[src/rtl/pipe_stage_reg_pkg.sv]
// Shared pipeline package.
// Holds the stage occupancy encoding and the default datapath/control
// widths used by every pipeline stage register and by the hazard unit.
package pipe_stage_reg_pkg;

  localparam int DEFAULT_DATA_W = 16;
  localparam int DEFAULT_CTRL_W = 8;

  // Number of entries held by a stage; the value doubles as the occupancy
  // output so the encoding must stay 0/1/2.
  typedef enum logic [1:0] {
    OCC_EMPTY = 2'd0,
    OCC_ONE   = 2'd1,
    OCC_TWO   = 2'd2
  } occ_e;

endpackage

[src/rtl/pipe_entry.sv]
// pipe_entry: one pipeline entry (valid + payload + control bundle).
// Used for both the main and the skid entry of pipe_stage_reg.
//
// Ports:
//   clk        - clock, rising edge
//   rst        - synchronous active-high reset; zeroes valid, data and ctrl
//   clear      - drop the entry: valid=0, ctrl=0, data keeps its last value
//   load       - capture load_data/load_ctrl and mark the entry valid
//   load_data  - payload to capture
//   load_ctrl  - control bundle to capture
//   valid      - entry present
//   data       - held payload
//   ctrl       - held control bundle (zero whenever valid=0)
module pipe_entry
  import pipe_stage_reg_pkg::*;
#(
  parameter int DATA_W = DEFAULT_DATA_W,
  parameter int CTRL_W = DEFAULT_CTRL_W
) (
  input  logic              clk,
  input  logic              rst,
  input  logic              clear,
  input  logic              load,
  input  logic [DATA_W-1:0] load_data,
  input  logic [CTRL_W-1:0] load_ctrl,
  output logic              valid,
  output logic [DATA_W-1:0] data,
  output logic [CTRL_W-1:0] ctrl
);

  // NOTE: state registers use non-blocking assignments so every flop
  // samples pre-edge values regardless of process evaluation order.
  always_ff @(posedge clk) begin
    if (rst) begin
      // NOTE: the payload is reset as well so a freshly reset stage shows
      // out_data=0 instead of stale data from before reset.
      valid <= 1'b0;
      data  <= '0;
      ctrl  <= '0;
    end else if (clear) begin
      // Bubble: control must read as zero, payload is left untouched.
      valid <= 1'b0;
      ctrl  <= '0;
    end else if (load) begin
      valid <= 1'b1;
      data  <= load_data;
      ctrl  <= load_ctrl;
    end
  end

endmodule

[src/rtl/pipe_stage_reg.sv]
// pipe_stage_reg: valid/ready pipeline stage register with flush.
// One-cycle latency, one entry per cycle sustained throughput, in-order.
//
// Configuration macro: PIPE_STAGE_SKID_EN
//   defined   - two entries (main + skid); in_ready is registered and equals
//               (occupancy < 2), independent of out_ready.
//   undefined - single entry; in_ready = (!out_valid || out_ready) && !rst.
//
// Ports:
//   clk        - clock, rising edge
//   rst        - synchronous active-high reset, overrides everything
//   flush      - discard all held entries and any same-cycle input
//   in_valid   - upstream entry present
//   in_ready   - stage accepts an entry this cycle
//   in_data    - upstream payload (DATA_W)
//   in_ctrl    - upstream control bundle (CTRL_W)
//   out_valid  - held entry present downstream
//   out_ready  - downstream consumes the entry
//   out_data   - held payload; keeps its last value when empty
//   out_ctrl   - held control bundle; all-zero when out_valid=0
//   occupancy  - entries held (0..2)
module pipe_stage_reg
  import pipe_stage_reg_pkg::*;
#(
  parameter int DATA_W = DEFAULT_DATA_W,
  parameter int CTRL_W = DEFAULT_CTRL_W
) (
  input  logic              clk,
  input  logic              rst,
  input  logic              flush,
  input  logic              in_valid,
  output logic              in_ready,
  input  logic [DATA_W-1:0] in_data,
  input  logic [CTRL_W-1:0] in_ctrl,
  output logic              out_valid,
  input  logic              out_ready,
  output logic [DATA_W-1:0] out_data,
  output logic [CTRL_W-1:0] out_ctrl,
  output logic [1:0]        occupancy
);

  occ_e              state_q;
  occ_e              state_d;
  logic              in_fire;
  logic              out_fire;
  logic              main_load;
  logic              main_clear;
  logic [DATA_W-1:0] main_load_data;
  logic [CTRL_W-1:0] main_load_ctrl;

  assign in_fire   = in_valid && in_ready;
  assign out_fire  = out_valid && out_ready;
  assign occupancy = state_q;

`ifdef PIPE_STAGE_SKID_EN
  logic              skid_load;
  logic              skid_clear;
  logic              skid_valid;
  logic [DATA_W-1:0] skid_data;
  logic [CTRL_W-1:0] skid_ctrl;
  logic              main_from_skid;

  // The skid entry is full exactly when occupancy is 2, so its valid flop
  // serves as the registered ready; rst only gates it during reset.
  assign in_ready = !skid_valid && !rst;

  assign main_load_data = main_from_skid ? skid_data : in_data;
  assign main_load_ctrl = main_from_skid ? skid_ctrl : in_ctrl;

  pipe_entry #(
    .DATA_W (DATA_W),
    .CTRL_W (CTRL_W)
  ) u_skid (
    .clk       (clk),
    .rst       (rst),
    .clear     (skid_clear),
    .load      (skid_load),
    .load_data (in_data),
    .load_ctrl (in_ctrl),
    .valid     (skid_valid),
    .data      (skid_data),
    .ctrl      (skid_ctrl)
  );
`else
  // Accept when the single entry is free or is leaving this cycle.
  assign in_ready       = (!out_valid || out_ready) && !rst;
  assign main_load_data = in_data;
  assign main_load_ctrl = in_ctrl;
`endif

  pipe_entry #(
    .DATA_W (DATA_W),
    .CTRL_W (CTRL_W)
  ) u_main (
    .clk       (clk),
    .rst       (rst),
    .clear     (main_clear),
    .load      (main_load),
    .load_data (main_load_data),
    .load_ctrl (main_load_ctrl),
    .valid     (out_valid),
    .data      (out_data),
    .ctrl      (out_ctrl)
  );

  always_ff @(posedge clk) begin
    if (rst) state_q <= OCC_EMPTY;
    else     state_q <= state_d;
  end

  always_comb begin
    // NOTE: every output of this block gets a default first so no path
    // leaves a signal unassigned and no latch is inferred.
    state_d    = state_q;
    main_load  = 1'b0;
    main_clear = 1'b0;
`ifdef PIPE_STAGE_SKID_EN
    skid_load      = 1'b0;
    skid_clear     = 1'b0;
    main_from_skid = 1'b0;
`endif
    if (flush) begin
      // Flush wins over any transfer; a same-cycle output is simply
      // dropped from the stage, never re-presented.
      state_d    = OCC_EMPTY;
      main_clear = 1'b1;
`ifdef PIPE_STAGE_SKID_EN
      skid_clear = 1'b1;
`endif
    end else begin
      case (state_q)
        OCC_EMPTY: begin
          if (in_fire) begin
            main_load = 1'b1;
            state_d   = OCC_ONE;
          end
        end
        OCC_ONE: begin
          if (in_fire && out_fire) begin
            main_load = 1'b1;
`ifdef PIPE_STAGE_SKID_EN
          end else if (in_fire) begin
            // Downstream stalled: park the new entry behind the main one.
            skid_load = 1'b1;
            state_d   = OCC_TWO;
`endif
          end else if (out_fire) begin
            main_clear = 1'b1;
            state_d    = OCC_EMPTY;
          end
        end
`ifdef PIPE_STAGE_SKID_EN
        OCC_TWO: begin
          // in_ready is low here, so only the output side can move.
          if (out_fire) begin
            main_load      = 1'b1;
            main_from_skid = 1'b1;
            skid_clear     = 1'b1;
            state_d        = OCC_ONE;
          end
        end
`endif
        default: begin
          state_d    = OCC_EMPTY;
          main_clear = 1'b1;
        end
      endcase
    end
  end

endmodule

[config.mk]
export PLATFORM = sky130hd
export DESIGN_NAME = pipe_stage_reg
export DESIGN_NICKNAME = d
export VERILOG_FILES = /design/src/rtl/pipe_stage_reg_pkg.sv /design/src/rtl/pipe_entry.sv /design/src/rtl/pipe_stage_reg.sv
export SDC_FILE = /design/constraint.sdc
export NUM_CORES = 1
export LEC_CHECK = 0
export ABC_AREA = 1
export CAP_MARGIN = 20
export CORE_MARGIN = 2
export CORE_UTILIZATION = 28
export DETAILED_ROUTE_END_ITERATION = 12
export PLACE_DENSITY = 0.65
export REMOVE_ABC_BUFFERS = 1
export SYNTH_ARGS = -nofsm -noshare
export SYNTH_HDL_FRONTEND = slang
export SYNTH_SLANG_ARGS = --single-unit
[constraint.sdc]
create_clock -name clk -period 1.25 [get_ports clk]
set_clock_uncertainty 0.2 [all_clocks]
set_input_delay 0.25 -clock clk [delete_from_list [all_inputs] [get_ports clk]]
set_output_delay 0.25 -clock clk [all_outputs]
set_load 0.02 [all_outputs]
=== After elaboration in Yosys (flattened, before gate mapping) ===
Index checks and enable logic that the tools add are counted.

* Latch bits: 0
* Memories kept: 0
* Logic and storage cells: 33
* RAM bits: 0
* ROM bits: 0
* Bits in registers: 27

* Divide/modulo/power cells: 0
* Bitwise logic cells: 1
* Equality and inequality tests: 4
* Magnitude comparators: 0
* Add/sub/neg operators: 0
* Muxes and demuxes: 12
* Shift operators: 0
* Reduce and logical (&&, ||, !) cells: 12
* Multiply operators: 0

{| class="wikitable"
|+ Operators with widths
! operator !! number
|-
| two-way mux 1 bit || 6
|-
| two-way mux 2 bit || 3
|-
| != test 2 bit, second input constant || 3
|-
| logical AND 1 bit || 4
|-
| one-hot mux 1 bit (2 select lines) || 2
|-
| one-hot mux 2 bit (2 select lines) || 1
|-
| OR reduction 2 bit || 2
|-
| AND reduction 3 bit || 1
|-
| == test 2 x 1 -> 1 bit, second input constant || 1
|-
| logical NOT 1 bit || 2
|-
| logical NOT 2 bit || 1
|-
| AND reduction 2 bit || 1
|-
| logical OR 1 bit || 1
|-
| inverter 1 bit || 1
|}

=== Depth between registers and ports, before layout ===
Gate-level depths: netlist of the first run.

* Depth in word-level cells: 10
* Gate-level depth with buffers: 8

=== Cells and area by module ===
From an unflattened synthesis of the first run, not the netlist that was laid out.

* Cells, all modules: 162
* Area, all modules: 1177.4 sq um

{| class="wikitable"
|+ By module, submodules not included
! module !! cells each !! times used !! area an instance (sq um)
|-
| pipe_entry || 142 || 1 || 1064.8
|-
| pipe_stage_reg || 20 || 1 || 112.6
|}

=== Worst setup path after synthesis of the first run ===
OpenSTA, ideal clock, no wires.

* Path kind: flip-flop to flip-flop
* Start point: reg u_main.valid
* End point: reg u_main.data[0]
* Period minus slack after synthesis: 1.486 ns
* Arrival time: 1.173 ns
* Setup time: 0.113 ns
* Required time: 0.937 ns
* Path slack: -0.236 ns
* Cell stages (with the launch flop): 9
* Path buffers: 1
* Cell sequence: dfxtp_1 nand2_1 nand2_1 nand2_2 nor2_4 buf_2 nand2_1 nand2_1 nor2_1

* Longest elaborated chain between the ends: 10

{| class="wikitable"
|+ Ends and longest elaborated chain
! item !! line !! source
|-
| start, declared || pipe_entry.sv:26 || <nowiki>output logic valid,</nowiki>
|-
| start signal, assigned || pipe_entry.sv:37 || <nowiki>valid <= 1'b0;</nowiki>
|-
| start signal, assigned || pipe_entry.sv:42 || <nowiki>valid <= 1'b0;</nowiki>
|-
| start signal, assigned || pipe_entry.sv:45 || <nowiki>valid <= 1'b1;</nowiki>
|-
| logical NOT 1 bit || pipe_stage_reg.sv:86 || <nowiki>assign in_ready = (!out_valid || out_ready) && !rst;</nowiki>
|-
| logical OR 1 bit || pipe_stage_reg.sv:86 ||
|-
| logical AND 1 bit || pipe_stage_reg.sv:86 ||
|-
| logical AND 1 bit || pipe_stage_reg.sv:51 || <nowiki>assign in_fire = in_valid && in_ready;</nowiki>
|-
| logical AND 1 bit || pipe_stage_reg.sv:139 || <nowiki>if (in_fire && out_fire) begin</nowiki>
|-
| two-way mux 1 bit || pipe_stage_reg.sv:139 ||
|-
| one-hot mux 1 bit (2 select lines) || pipe_stage_reg.sv:131 || <nowiki>case (state_q)</nowiki>
|-
| two-way mux 1 bit || pipe_stage_reg.sv:122 || <nowiki>if (flush) begin</nowiki>
|-
| inverter 1 bit (no source line) || - ||
|-
| AND reduction 2 bit (no source line) * || - ||
|-
| end signal, assigned || pipe_entry.sv:46 || <nowiki>data <= load_data;</nowiki>
|-
| end, declared || pipe_entry.sv:27 || <nowiki>output logic [DATA_W-1:0] data,</nowiki>
|}

Mark *: on every way between the ends. The rest lies on a longest branch, timed or not.
A chain may end at the register's enable or synchronous reset.

=== Worst setup path in the final report of the first run ===
* Start point: reg u_main.valid
* End point: reg u_main.ctrl[3]

* Longest elaborated chain between the ends: 9

{| class="wikitable"
|+ Ends and longest elaborated chain
! item !! line !! source
|-
| logical NOT 1 bit || pipe_stage_reg.sv:86 ||
|-
| logical OR 1 bit || pipe_stage_reg.sv:86 ||
|-
| logical AND 1 bit || pipe_stage_reg.sv:86 ||
|-
| logical AND 1 bit || pipe_stage_reg.sv:51 ||
|-
| logical AND 1 bit || pipe_stage_reg.sv:139 ||
|-
| two-way mux 1 bit || pipe_stage_reg.sv:139 ||
|-
| one-hot mux 1 bit (2 select lines) || pipe_stage_reg.sv:131 ||
|-
| two-way mux 1 bit || pipe_stage_reg.sv:122 ||
|-
| OR reduction 2 bit (no source line) || - ||
|-
| end signal, assigned || pipe_entry.sv:47 || <nowiki>ctrl <= load_ctrl;</nowiki>
|-
| end, declared || pipe_entry.sv:28 || <nowiki>output logic [CTRL_W-1:0] ctrl</nowiki>
|}

Parallel ways exist; a longest one is shown, timed or not.

==> impl_metrics.prom, run 1 <==
# TYPE chip_impl_metric gauge
chip_impl_metric{name="period_minus_slack",unit="ps"} 1434
chip_impl_info{name="result_of_the_run",value="finished, violations left"} 1
chip_impl_metric{name="insertion_delay",unit="ps"} 260
chip_impl_info{name="cp-end-kind",value="flip-flop"} 1
chip_impl_metric{name="finalSetupViolations",unit=""} 27
chip_impl_metric{name="synth_sequential_area_ratio",unit="%"} 46.74
chip_impl_metric{name="viasPerCell",unit=""} 3.979
chip_impl_metric{name="area_growth_syn_to_layout",unit="%"} 73.48
chip_impl_metric{name="swShare",unit="%"} 25.36
chip_impl_metric{name="warnings_from_yosys",unit=""} 0
chip_impl_metric{name="antenna_found_initial",unit=""} 0
chip_impl_metric{name="sequentialPowerShare",unit="%"} 48.5
chip_impl_metric{name="number_of_nets_still_failing_antenna_checks_after_routing",unit=""} 0
chip_impl_metric{name="floorplan.die.height",unit="um"} 67.07
chip_impl_metric{name="grtUsageMet3",unit="%"} 3.716
chip_impl_metric{name="synth_mux_area_share",unit="%"} 0
chip_impl_metric{name="dp_cells",unit=""} 274
chip_impl_metric{name="grt_ovf",unit=""} 0
chip_impl_metric{name="n_antenna_cell",unit=""} 0
chip_impl_metric{name="p_leak",unit="uW"} 0.0009507
chip_impl_metric{name="final_report_max_slew_violation_count",unit=""} 0
chip_impl_metric{name="h-tree-depth",unit=""} 1
chip_impl_metric{name="global_route.usage.met2",unit="%"} 20.92
chip_impl_info{name="worst_setup_path_endpoint",value="u_main.ctrl[3]"} 1
chip_impl_metric{name="fmax",unit="MHz"} 697.2
chip_impl_metric{name="post_syn_instances",unit=""} 171
chip_impl_metric{name="postSynthRegisterBits",unit=""} 26
chip_impl_metric{name="grt_first_pass_wirelength",unit="um"} 4243
chip_impl_metric{name="drv_cap",unit=""} 0
chip_impl_metric{name="synth_xor_xnor_area_share",unit="%"} 0
chip_impl_metric{name="simple_gate_share_of_the_synthesized_area",unit="%"} 37.42
chip_impl_metric{name="finalWeightedCongestion",unit=""} 0.6456
chip_impl_metric{name="combPwrFrac",unit="%"} 21.9
chip_impl_metric{name="yosys.area.top_type_share",unit="%"} 46.74
chip_impl_info{name="reg2reg_capture_point",value="u_main.ctrl[3]"} 1
chip_impl_metric{name="drtPass1Iterations",unit=""} 2
chip_impl_info{name="worstSetupStartpoint",value="u_main.valid"} 1
chip_impl_metric{name="dr.first_iter.drc_count",unit=""} 31
chip_impl_info{name="cell_taking_the_most_area_after_synthesis",value="dfxtp_1"} 1
chip_impl_metric{name="num_rows",unit=""} 22
chip_impl_metric{name="pin_count_of_the_biggest_net_entering_global_routing",unit=""} 17
chip_impl_info{name="hold_path.class",value="flip-flop to flip-flop"} 1
chip_impl_metric{name="design.core.area",unit="um2"} 3744
chip_impl_metric{name="clockPowerShare",unit="%"} 29.7
chip_impl_metric{name="routed-via-count",unit=""} 1130
chip_impl_metric{name="post-route-drc-count",unit=""} 0
chip_impl_metric{name="worst_ep_required_time",unit="ps"} 1220
chip_impl_metric{name="layout_cell_share_with_drive_strength_beyond_1",unit="%"} 30.08
chip_impl_metric{name="synth_adder_area_share",unit="%"} 0
chip_impl_metric{name="critical_path.max_fanout",unit=""} 6
chip_impl_metric{name="wl",unit="um"} 2805
chip_impl_metric{name="cts_hold_repair.buffers",unit=""} 0
chip_impl_metric{name="globalRouteTotalUtil",unit="%"} 12.30
chip_impl_info{name="ys_top_cells_by_area",value="dfxtp_1 47%, nand2_1 18%, nor2_1 17%"} 1
chip_impl_metric{name="synth-compound-area-share",unit="%"} 1.685
chip_impl_metric{name="final-hold-violation-count",unit=""} 0
chip_impl_metric{name="met1_track_demand_over_resource_in_global_routing",unit="%"} 14.99
chip_impl_metric{name="port_buffers",unit=""} 55
chip_impl_info{name="tritoncts",value="done"} 1
chip_impl_info{name="violations",value="setup timing"} 1
chip_impl_metric{name="detailedPlacementHpwl",unit="um"} 1675
chip_impl_info{name="critPathLaunchType",value="flip-flop"} 1
chip_impl_metric{name="routedWlPerCell",unit="um"} 9.877
chip_impl_info{name="cts_root_buf",value="clkbuf_8"} 1
chip_impl_metric{name="net_total_in_the_final_layout",unit=""} 266
chip_impl_info{name="grt_setup_unrepaired",value="yes"} 1
chip_impl_metric{name="cts_inserted_buffers",unit=""} 3
chip_impl_metric{name="io_pins",unit=""} 57
chip_impl_metric{name="r2r_cells",unit=""} 9
chip_impl_metric{name="numClockSinks",unit=""} 26
chip_impl_metric{name="timing.critical_path.arrival",unit="ps"} 1400
chip_impl_metric{name="cts_max_path_buffers",unit=""} 2
chip_impl_metric{name="period_share",unit="%"} 114.7
chip_impl_info{name="crit-reg2reg-launch",value="u_main.valid"} 1
chip_impl_metric{name="post_synth_instance_area",unit="um2"} 1114
chip_impl_metric{name="grt_pass1_vias",unit=""} 977
chip_impl_metric{name="setup_slack",unit="ps"} -184.3
chip_impl_info{name="path_class",value="flip-flop to flip-flop"} 1
chip_impl_metric{name="finalPower",unit="uW"} 1811
chip_impl_metric{name="power.internal",unit="uW"} 1352
chip_impl_metric{name="setup.reg_to_reg.worst_slack",unit="ps"} -180
chip_impl_metric{name="instances_no_fill",unit=""} 284
chip_impl_metric{name="post_synth_num_cell_types",unit=""} 16
chip_impl_metric{name="start_util",unit="%"} 29.75
chip_impl_metric{name="clk_pin_slew",unit="ps"} 90
chip_impl_metric{name="fillerInstances",unit=""} 418
chip_impl_metric{name="die_width",unit="um"} 67.07
chip_impl_info{name="grt_most_used_layer",value="met2"} 1
chip_impl_info{name="main_combinational_cell_family_by_area_after_synthesis",value="simple AND/OR/NAND/NOR gates"} 1
chip_impl_metric{name="syn_avg_cell_area",unit="um2"} 6.512
chip_impl_metric{name="powerDensity",unit="nW/um2"} 937.6
chip_impl_metric{name="netSwitchingPower",unit="uW"} 459.3
chip_impl_metric{name="floorplan.die_area",unit="um2"} 4498
chip_impl_metric{name="irDropWorstVdd",unit="uV"} 374.0
chip_impl_info{name="min_from",value="u_main.ctrl[0]"} 1
==> cell usage after synthesis <==
cell and count:
buf_4 1, inv_1 27, inv_2 1, buf_1 1
nand2_1 52, nor2_1 50, conb_1 1, dfxtp_1 26
nor2b_1 1, nand2_2 1, nor2_4 1, a21oi_1 2
nand3_2 1, buf_2 3, a21oi_2 1, buf_6 2
==> through the flow <==
step	setup slack, ps	hold WS (ps)	setup TNS, ps	instance area [um2]	utilization, %
6_report	-184.3	279.7	-4375	1932	51.60
5_1_grt	-249.4	303.0	-6154	1932	51.60
4_1_cts	-177.5	276.9	-3993	1793	47.89
3_5_place_dp	-719.3	268.8	-17790	1753	46.82
3_3_place_gp	-697.0	260.8	-17250	1753	46.82
2_1_floorplan	-583.1	242.7	-14340	1065	-
==> layout make-up <==
class                           count  area, um2  share of cell area (%)
Multi-Input combinational cell    110      514.2                   26.62
Tap cell                           48      60.06                   3.109
Inverter                           28      105.1                   5.440
Timing Repair Buffer               68      665.6                   34.46
Clock buffer                        4      55.05                   2.850
Sequential cell                    26      531.8                   27.53
==> registers in the layout (all words and copies together), names as in the netlist <==
register	count
u_main.ctrl	8
u_main.valid	1
occupancy	1
u_main.data	16
==> critical path: stages (launching register included) <==
cell and delay (ps):
dfxtp_4 390, nand2_4 60, nand2_4 70, nand2_4 50
nor2_4 140, buf_12 150, clkbuf_16 150, nand2_2 40
nand2_1 50, nor2_1 30
==> power groups by stage <==
stage	Combinational, uW	Sequential (uW)	Clock [uW]
after floorplan	115	940	0
after global placement	356	898	0
after detailed placement	359	898	0
after CTS	364	877	555
after global routing	434	883	604
final	396	878	537
==> metal layers <==
| metal | up-vias | part of all wire (%) |
|---|---|---|
| li1 | 612 | - |
| met1 | 478 | 45 |
| met2 | 38 | 46 |
| met3 | 2 | 9.2 |
| met4 | 0 | 0.21 |
| met5 | - | 0 |
==> worst min-delay path by stage <==
stage                                 to  slack, ps  cells past startpoint
after floorplan           u_main.data[0]        240                      4
after global placement    u_main.ctrl[5]        260                      2
after CTS                   occupancy[0]        280                      4
after detailed placement  u_main.ctrl[0]        270                      2
final                     u_main.ctrl[0]        280                      2
after global routing      u_main.ctrl[0]        300                      2
==> cells by family after synthesis <==
kind of cell | after synthesis
AOI/OAI and AO/OA | 3
and+or+nand+nor | 106
DFF | 26
other | 1
buffers and inverters | 35
==> layout by cell type (no fill, tap or decap), types with 2 or more instances in the layout <==
cell	Yosys	final
nor2_1	50	50
nand2_1	52	36
inv_1	27	26
clkdlybuf4s50_1	0	25
buf_4	1	24
dfxtp_1	26	21
nand2_2	1	13
buf_2	3	7
nand2_4	0	4
clkbuf_8	0	4
buf_6	2	3
dlygate4sd2_1	0	3
buf_12	0	3
dfxtp_2	0	3
inv_2	1	2
a21oi_1	2	2
buf_16	0	2
dfxtp_4	0	2
==> repair_timing <==
action	CTS	global route
endpoints found under the setup margin	53	46
setup buffers	1	1
pin swaps	2	5
gates resized for setup	123	43
endpoints found under the hold margin	0	0
cloned	3	1
(Power assumes the default switching activity.)
==> inputs of run 2 (changes only) <==
GPL_ROUTABILITY_DRIVEN = 0   (was unset)
SKIP_CTS_REPAIR_TIMING = 1   (was unset)
==> run 2 against run 1 <==
Against the previous run:
- maximum frequency grew 2.4%
- power shrank 1.6%
- sequential share of layout area grew 0.57 points
- die area is the same
- combinational power shrank 5%
- register-to-register slack gained 30 ps
- sequential cell count is the same
- the run still ends with setup timing left
- critical path depth shrank 7
==> impl_metrics.prom, run 2 (synthesis gave the netlist of run 1 again) <==
# TYPE chip_impl_metric gauge
chip_impl_metric{name="wl",unit="um"} 2697
chip_impl_metric{name="period_share",unit="%"} 112.0
chip_impl_metric{name="instances_no_fill",unit=""} 283
chip_impl_info{name="critPathLaunchType",value="flip-flop"} 1
chip_impl_metric{name="detailroute.wirelength.met3",unit="um"} 273
chip_impl_metric{name="fillerInstances",unit=""} 411
chip_impl_info{name="result_of_the_run",value="finished, violations left"} 1
chip_impl_metric{name="drv_cap",unit=""} 0
chip_impl_metric{name="seqCellArea",unit="um2"} 528.0
chip_impl_metric{name="timing.critical_path.arrival",unit="ps"} 950
chip_impl_metric{name="floorplan.die_area",unit="um2"} 4498
chip_impl_metric{name="grt_ovf",unit=""} 0
chip_impl_metric{name="p_leak",unit="uW"} 0.0009540
chip_impl_metric{name="pin_count_of_the_biggest_net_entering_global_routing",unit=""} 27
chip_impl_metric{name="insertion_delay",unit="ps"} 260
chip_impl_info{name="dr.max_layer_used",value="met4"} 1
chip_impl_metric{name="critical_path.max_fanout",unit=""} 5
chip_impl_info{name="hold_path.class",value="input pin to flip-flop"} 1
chip_impl_metric{name="routed-via-count",unit=""} 1118
chip_impl_metric{name="final-hold-violation-count",unit=""} 0
chip_impl_info{name="min_from",value="out_ready"} 1
chip_impl_metric{name="cts_max_path_buffers",unit=""} 2
chip_impl_metric{name="floorplan.die.height",unit="um"} 67.07
chip_impl_metric{name="h-tree-depth",unit=""} 1
chip_impl_metric{name="cts_inserted_buffers",unit=""} 3
chip_impl_metric{name="multi_input_area",unit="um2"} 464.2
chip_impl_metric{name="num_rows",unit=""} 22
chip_impl_metric{name="detailedPlacementHpwl",unit="um"} 1675
chip_impl_metric{name="number_of_nets_still_failing_antenna_checks_after_routing",unit=""} 0
chip_impl_metric{name="setup_slack",unit="ps"} -150.3
chip_impl_metric{name="setup.reg_to_reg.worst_slack",unit="ps"} -150
chip_impl_metric{name="finalSetupViolations",unit=""} 27
chip_impl_info{name="path_class",value="flip-flop to output port"} 1
chip_impl_metric{name="layout_cell_share_with_drive_strength_beyond_1",unit="%"} 23.83
chip_impl_info{name="crit-reg2reg-launch",value="u_main.valid"} 1
chip_impl_metric{name="drtPass1Iterations",unit=""} 4
chip_impl_metric{name="n_antenna_cell",unit=""} 0
chip_impl_metric{name="irDropWorstVdd",unit="uV"} 358.2
chip_impl_metric{name="net_total_in_the_final_layout",unit=""} 265
chip_impl_info{name="mostFrequentLayoutCell",value="nor2_1"} 1
chip_impl_metric{name="viasPerCell",unit=""} 3.951
chip_impl_info{name="layout_top_registers",value="u_main.data: 16 flops, u_main.ctrl: 8 flops"} 1
chip_impl_metric{name="grt_pass1_vias",unit=""} 888
chip_impl_metric{name="final_report_max_slew_violation_count",unit=""} 0
chip_impl_metric{name="die_width",unit="um"} 67.07
chip_impl_info{name="final_cell_mix",value="50 x nor2_1, 48 x nand2_1, 26 x inv_1, 25 x clkdlybuf4s50_1, 22 x dfxtp_1"} 1
chip_impl_metric{name="largest_register_ff_count",unit=""} 16
chip_impl_info{name="cts_root_buf",value="clkbuf_8"} 1
chip_impl_metric{name="powerDensity",unit="nW/um2"} 948.6
chip_impl_metric{name="period_minus_slack",unit="ps"} 1400
chip_impl_metric{name="antenna_found_initial",unit=""} 0
chip_impl_metric{name="io_pins",unit=""} 57
chip_impl_info{name="tritoncts",value="done"} 1
chip_impl_info{name="grt_setup_unrepaired",value="yes"} 1
chip_impl_metric{name="globalRouteTotalUtil",unit="%"} 10.39
chip_impl_metric{name="hold-path-cell-count",unit=""} 4
chip_impl_info{name="regMostFlops",value="u_main.data"} 1
chip_impl_metric{name="start_util",unit="%"} 29.75
chip_impl_info{name="cp-end-kind",value="output port"} 1
chip_impl_metric{name="post-route-drc-count",unit=""} 0
chip_impl_metric{name="routedWlPerCell",unit="um"} 9.530
chip_impl_metric{name="port_buffers",unit=""} 55
chip_impl_metric{name="met2_length",unit="um"} 1233
chip_impl_info{name="hold_end",value="occupancy[0]"} 1
chip_impl_metric{name="final_util",unit="%"} 50.20
chip_impl_metric{name="clk_pin_slew",unit="ps"} 90
chip_impl_info{name="violations",value="setup timing"} 1
chip_impl_metric{name="grt_first_pass_wirelength",unit="um"} 3622
chip_impl_info{name="reg2reg_capture_point",value="u_main.data[11]"} 1
chip_impl_metric{name="area_growth_syn_to_layout",unit="%"} 68.76
chip_impl_metric{name="r2r_cells",unit=""} 8
chip_impl_metric{name="dr.first_iter.drc_count",unit=""} 28
chip_impl_metric{name="worst_ep_required_time",unit="ps"} 800
chip_impl_metric{name="design.core.area",unit="um2"} 3744
chip_impl_metric{name="fmax",unit="MHz"} 714.1
chip_impl_metric{name="route.layer.met1.wl",unit="um"} 1184
chip_impl_metric{name="numClockSinks",unit=""} 26
chip_impl_metric{name="dp_cells",unit=""} 274
-- run 2: cell count changes in the layout (fill, tap and decap cells not counted), sizes merged --
cell | before | now
buf | 39 | 32
clkbuf | 5 | 10
dlymetal6s2s | 0 | 4
dlygate4sd2 | 3 | 0
-- run 2: critical path, stage by stage, from the launching register on --
cell	delay (ps)
dfxtp_4	370
a21oi_1	160
buf_4	160
-- run 2: power breakdown --
part / switching [uW] / internal [uW] / total [uW]
Clock: 247 / 281 / 528
Sequential: 17.5 / 861 / 878
Combinational: 173 / 204 / 377
Total: 437 / 1350 / 1780
-- run 2: worst max-delay path by stage --
stage / from / to / slack, ps / cells after the start
2_1_floorplan: u_main.valid / u_main.ctrl[0] / -580 / 7
3_3_place_gp: out_ready / in_ready / -700 / 4
3_5_place_dp: out_ready / in_ready / -720 / 4
4_1_cts: out_ready / in_ready / -730 / 4
5_1_grt: u_main.valid / u_main.ctrl[3] / -220 / 8
6_report: u_main.valid / in_ready / -150 / 2
-- run 2: routing by layer --
metal / vias up / GRT usage [%]
li1: 611 / -
met1: 467 / 12.83
met2: 38 / 16.46
met3: 2 / 4.223
met4: 0 / 3.061
met5: - / 0
-- run 2: area by class of cell --
class / count / share of cell area (%)
repair buffers: 67 / 35.49
flip-flops and latches: 26 / 28.10
multi-input cells: 110 / 24.70
inverters: 28 / 5.593
well taps: 48 / 3.196
clock buffers: 4 / 2.929
-- run 2: stage by stage --
stage	total power, uW	area, um2	hold WS, ps	setup WS (ps)	setup TNS [ps]
floorplan	1056	1065	242.7	-583.1	-14340
global route	1899	1879	176.5	-224.9	-5274
detailed placement	1258	1753	268.8	-719.3	-17790
finish	1783	1879	166.1	-150.3	-3433
CTS	1795	1808	289.9	-734.6	-18290
global placement	1254	1753	260.8	-697.0	-17250
==> inputs of run 3 (changes only) <==
CORE_ASPECT_RATIO = 0.75   (was unset)
CORE_MARGIN = 10   (was 2)
REMOVE_ABC_BUFFERS = unset   (was 1)
==> run 3 against run 2 <==
Against the previous run:
- sequential cell count is the same
- clock-buffer cell count is the same
- maximum frequency shrank 8.7%
- final area grew 8.9%
- highest routed layer unchanged
- first-iteration DRC count shrank 57%
- critical path type is now flip-flop to flip-flop
- register-to-register slack lost 130 ps
- wire length grew 26%
- the run still ends with setup timing left
- combinational power grew 13%
- utilization grew 4.3 points
==> impl_metrics.prom, run 3 (synthesis gave the netlist of run 1 again) <==
# TYPE chip_impl_metric gauge
chip_impl_metric{name="finalSetupViolations",unit=""} 27
chip_impl_metric{name="dp_cells",unit=""} 285
chip_impl_metric{name="hold-path-cell-count",unit=""} 2
chip_impl_info{name="result_of_the_run",value="finished, violations left"} 1
chip_impl_metric{name="period_share",unit="%"} 122.7
chip_impl_metric{name="net_total_in_the_final_layout",unit=""} 275
chip_impl_info{name="violations",value="setup timing"} 1
chip_impl_metric{name="numClockSinks",unit=""} 26
chip_impl_metric{name="period_minus_slack",unit="ps"} 1533
chip_impl_metric{name="timing.critical_path.buf_inv",unit=""} 3
chip_impl_metric{name="critical_path.max_fanout",unit=""} 8
chip_impl_metric{name="layout_cell_share_with_drive_strength_beyond_1",unit="%"} 33.88
chip_impl_metric{name="dr.first_iter.drc_count",unit=""} 12
chip_impl_metric{name="timing.critical_path.depth",unit=""} 10
chip_impl_metric{name="antenna_found_initial",unit=""} 0
chip_impl_metric{name="number_of_nets_still_failing_antenna_checks_after_routing",unit=""} 0
chip_impl_metric{name="routed-via-count",unit=""} 1173
chip_impl_metric{name="grt_pass1_vias",unit=""} 1065
chip_impl_metric{name="r2r_cells",unit=""} 10
chip_impl_metric{name="timing.critical_path.arrival",unit="ps"} 1500
chip_impl_metric{name="hold-worst-slack",unit="ps"} 277.3
chip_impl_metric{name="cts_max_path_buffers",unit=""} 2
chip_impl_info{name="tritoncts",value="done"} 1
chip_impl_metric{name="netSwitchingPower",unit="uW"} 469.1
chip_impl_metric{name="setup_slack",unit="ps"} -283.4
chip_impl_metric{name="p_leak",unit="uW"} 0.001044
chip_impl_metric{name="viasPerCell",unit=""} 3.949
chip_impl_metric{name="globalRouteTotalUtil",unit="%"} 8.405
chip_impl_metric{name="wl",unit="um"} 3409
chip_impl_metric{name="die_width",unit="um"} 92.82
chip_impl_metric{name="area_growth_syn_to_layout",unit="%"} 83.82
chip_impl_info{name="hold_path.class",value="flip-flop to flip-flop"} 1
chip_impl_metric{name="swShare",unit="%"} 26.26
chip_impl_info{name="crit_slowest_cell",value="dfxtp_4"} 1
chip_impl_info{name="critPathLaunchType",value="flip-flop"} 1
chip_impl_metric{name="h-tree-depth",unit=""} 1
chip_impl_metric{name="combPwrFrac",unit="%"} 23.8
chip_impl_metric{name="power.internal",unit="uW"} 1317
chip_impl_metric{name="insertion_delay",unit="ps"} 270
chip_impl_metric{name="detailedPlacementHpwl",unit="um"} 2321
chip_impl_metric{name="powerDensity",unit="nW/um2"} 872.6
chip_impl_metric{name="port_buffers",unit=""} 55
chip_impl_metric{name="timing.critical_path.slowest_cell_delay",unit="ps"} 370
chip_impl_info{name="grt_setup_unrepaired",value="yes"} 1
chip_impl_info{name="layout_top_registers",value="u_main.data: 16 flops, u_main.ctrl: 8 flops"} 1
chip_impl_metric{name="finalPower",unit="uW"} 1786
chip_impl_metric{name="final-hold-violation-count",unit=""} 0
chip_impl_info{name="cts_root_buf",value="clkbuf_8"} 1
chip_impl_metric{name="drtPass1Iterations",unit=""} 4
chip_impl_info{name="mostFrequentLayoutCell",value="nor2_1"} 1
chip_impl_metric{name="grt_ovf",unit=""} 0
chip_impl_metric{name="sequentialPowerShare",unit="%"} 49.2
chip_impl_metric{name="design.core.area",unit="um2"} 3756
chip_impl_metric{name="largest_register_ff_count",unit=""} 16
chip_impl_metric{name="fmax",unit="MHz"} 652.2
chip_impl_metric{name="routedWlPerCell",unit="um"} 11.48
chip_impl_info{name="final_cell_mix",value="50 x nor2_1, 30 x buf_4, 29 x nand2_1, 27 x inv_1, 26 x clkdlybuf4s50_1"} 1
chip_impl_metric{name="floorplan.die.height",unit="um"} 74.62
chip_impl_info{name="path_delay_family",value="simple AND/OR/NAND/NOR gates"} 1
chip_impl_metric{name="instances_no_fill",unit=""} 297
chip_impl_metric{name="drv_cap",unit=""} 0
chip_impl_metric{name="n_antenna_cell",unit=""} 0
chip_impl_info{name="cp-end-kind",value="flip-flop"} 1
chip_impl_metric{name="clockPowerShare",unit="%"} 27.0
chip_impl_metric{name="irDropWorstVdd",unit="uV"} 500.1
chip_impl_metric{name="io_pins",unit=""} 57
chip_impl_metric{name="pin_count_of_the_biggest_net_entering_global_routing",unit=""} 25
chip_impl_metric{name="post-route-drc-count",unit=""} 0
chip_impl_metric{name="clk_pin_slew",unit="ps"} 90
chip_impl_metric{name="floorplan.die_area",unit="um2"} 6926
chip_impl_info{name="regMostFlops",value="u_main.data"} 1
chip_impl_metric{name="grt_first_pass_wirelength",unit="um"} 4781
chip_impl_metric{name="cts_inserted_buffers",unit=""} 3
chip_impl_metric{name="final_report_max_slew_violation_count",unit=""} 0
chip_impl_metric{name="start_util",unit="%"} 29.65
chip_impl_info{name="path_class",value="flip-flop to flip-flop"} 1
chip_impl_metric{name="num_rows",unit=""} 19
chip_impl_info{name="critical_path.cell_chain",value="buf_6 > nand2_4 > nand2_2 > nand2_2 > nor2_4 > buf_12 > clkbuf_16 > nand2_1 > nand2_1 > nor2_1"} 1
chip_impl_metric{name="worst_ep_required_time",unit="ps"} 1220
chip_impl_metric{name="mappedNetlistNets",unit=""} 200
==> run 3: through the flow <==
stage          TNS (ps)  util, %  cell area, um2  setup WS, ps
6_report          -6487    54.50            2047        -283.4
5_1_grt           -8509    54.50            2047        -341.5
4_1_cts          -21770    50.07            1881        -740.6
3_5_place_dp     -21040    48.87            1836        -731.0
3_3_place_gp     -20270    48.87            1836        -702.5
2_1_floorplan    -957.3        -            1144        -54.93
==> run 3: final timing paths <==
check / startpoint / end / slack [ps]
min: u_main.data[15] / u_main.data[15] / 280
min reg2reg: u_main.data[15] / u_main.data[15] / 280
max reg2reg: u_main.valid / u_main.ctrl[6] / -280
max: u_main.valid / u_main.ctrl[6] / -280
==> run 3: area by class of cell <==
cell class	count	area [um2]
tap	52	65.06
sequential	26	526.8
multi-input combinational	110	535.5
clock buffer	4	45.04
fill	398	1709
inverter	28	105.1
timing repair buffer	77	769.5
==> run 3: layer usage <==
metal	up-vias	share of wire (%)	track usage, %
met1	505	48	9.226
met3	2	8.7	4.965
met2	35	43	14.04
met4	0	0.26	1.536
met5	-	0	0
li1	631	-	-
==> run 3: worst min-delay path, cell delays in order (launching register included) <==
cell,delay [ps]
dfxtp_1,330
nor2_1,40
nor2_1,70
==> run 3: power groups by stage <==
stage	logic, uW	registers, uW	clock network [uW]
after floorplan	131	940	0
after global placement	378	896	0
after detailed placement	380	898	0
after CTS	382	878	498
after global routing	468	883	538
final	425	878	483
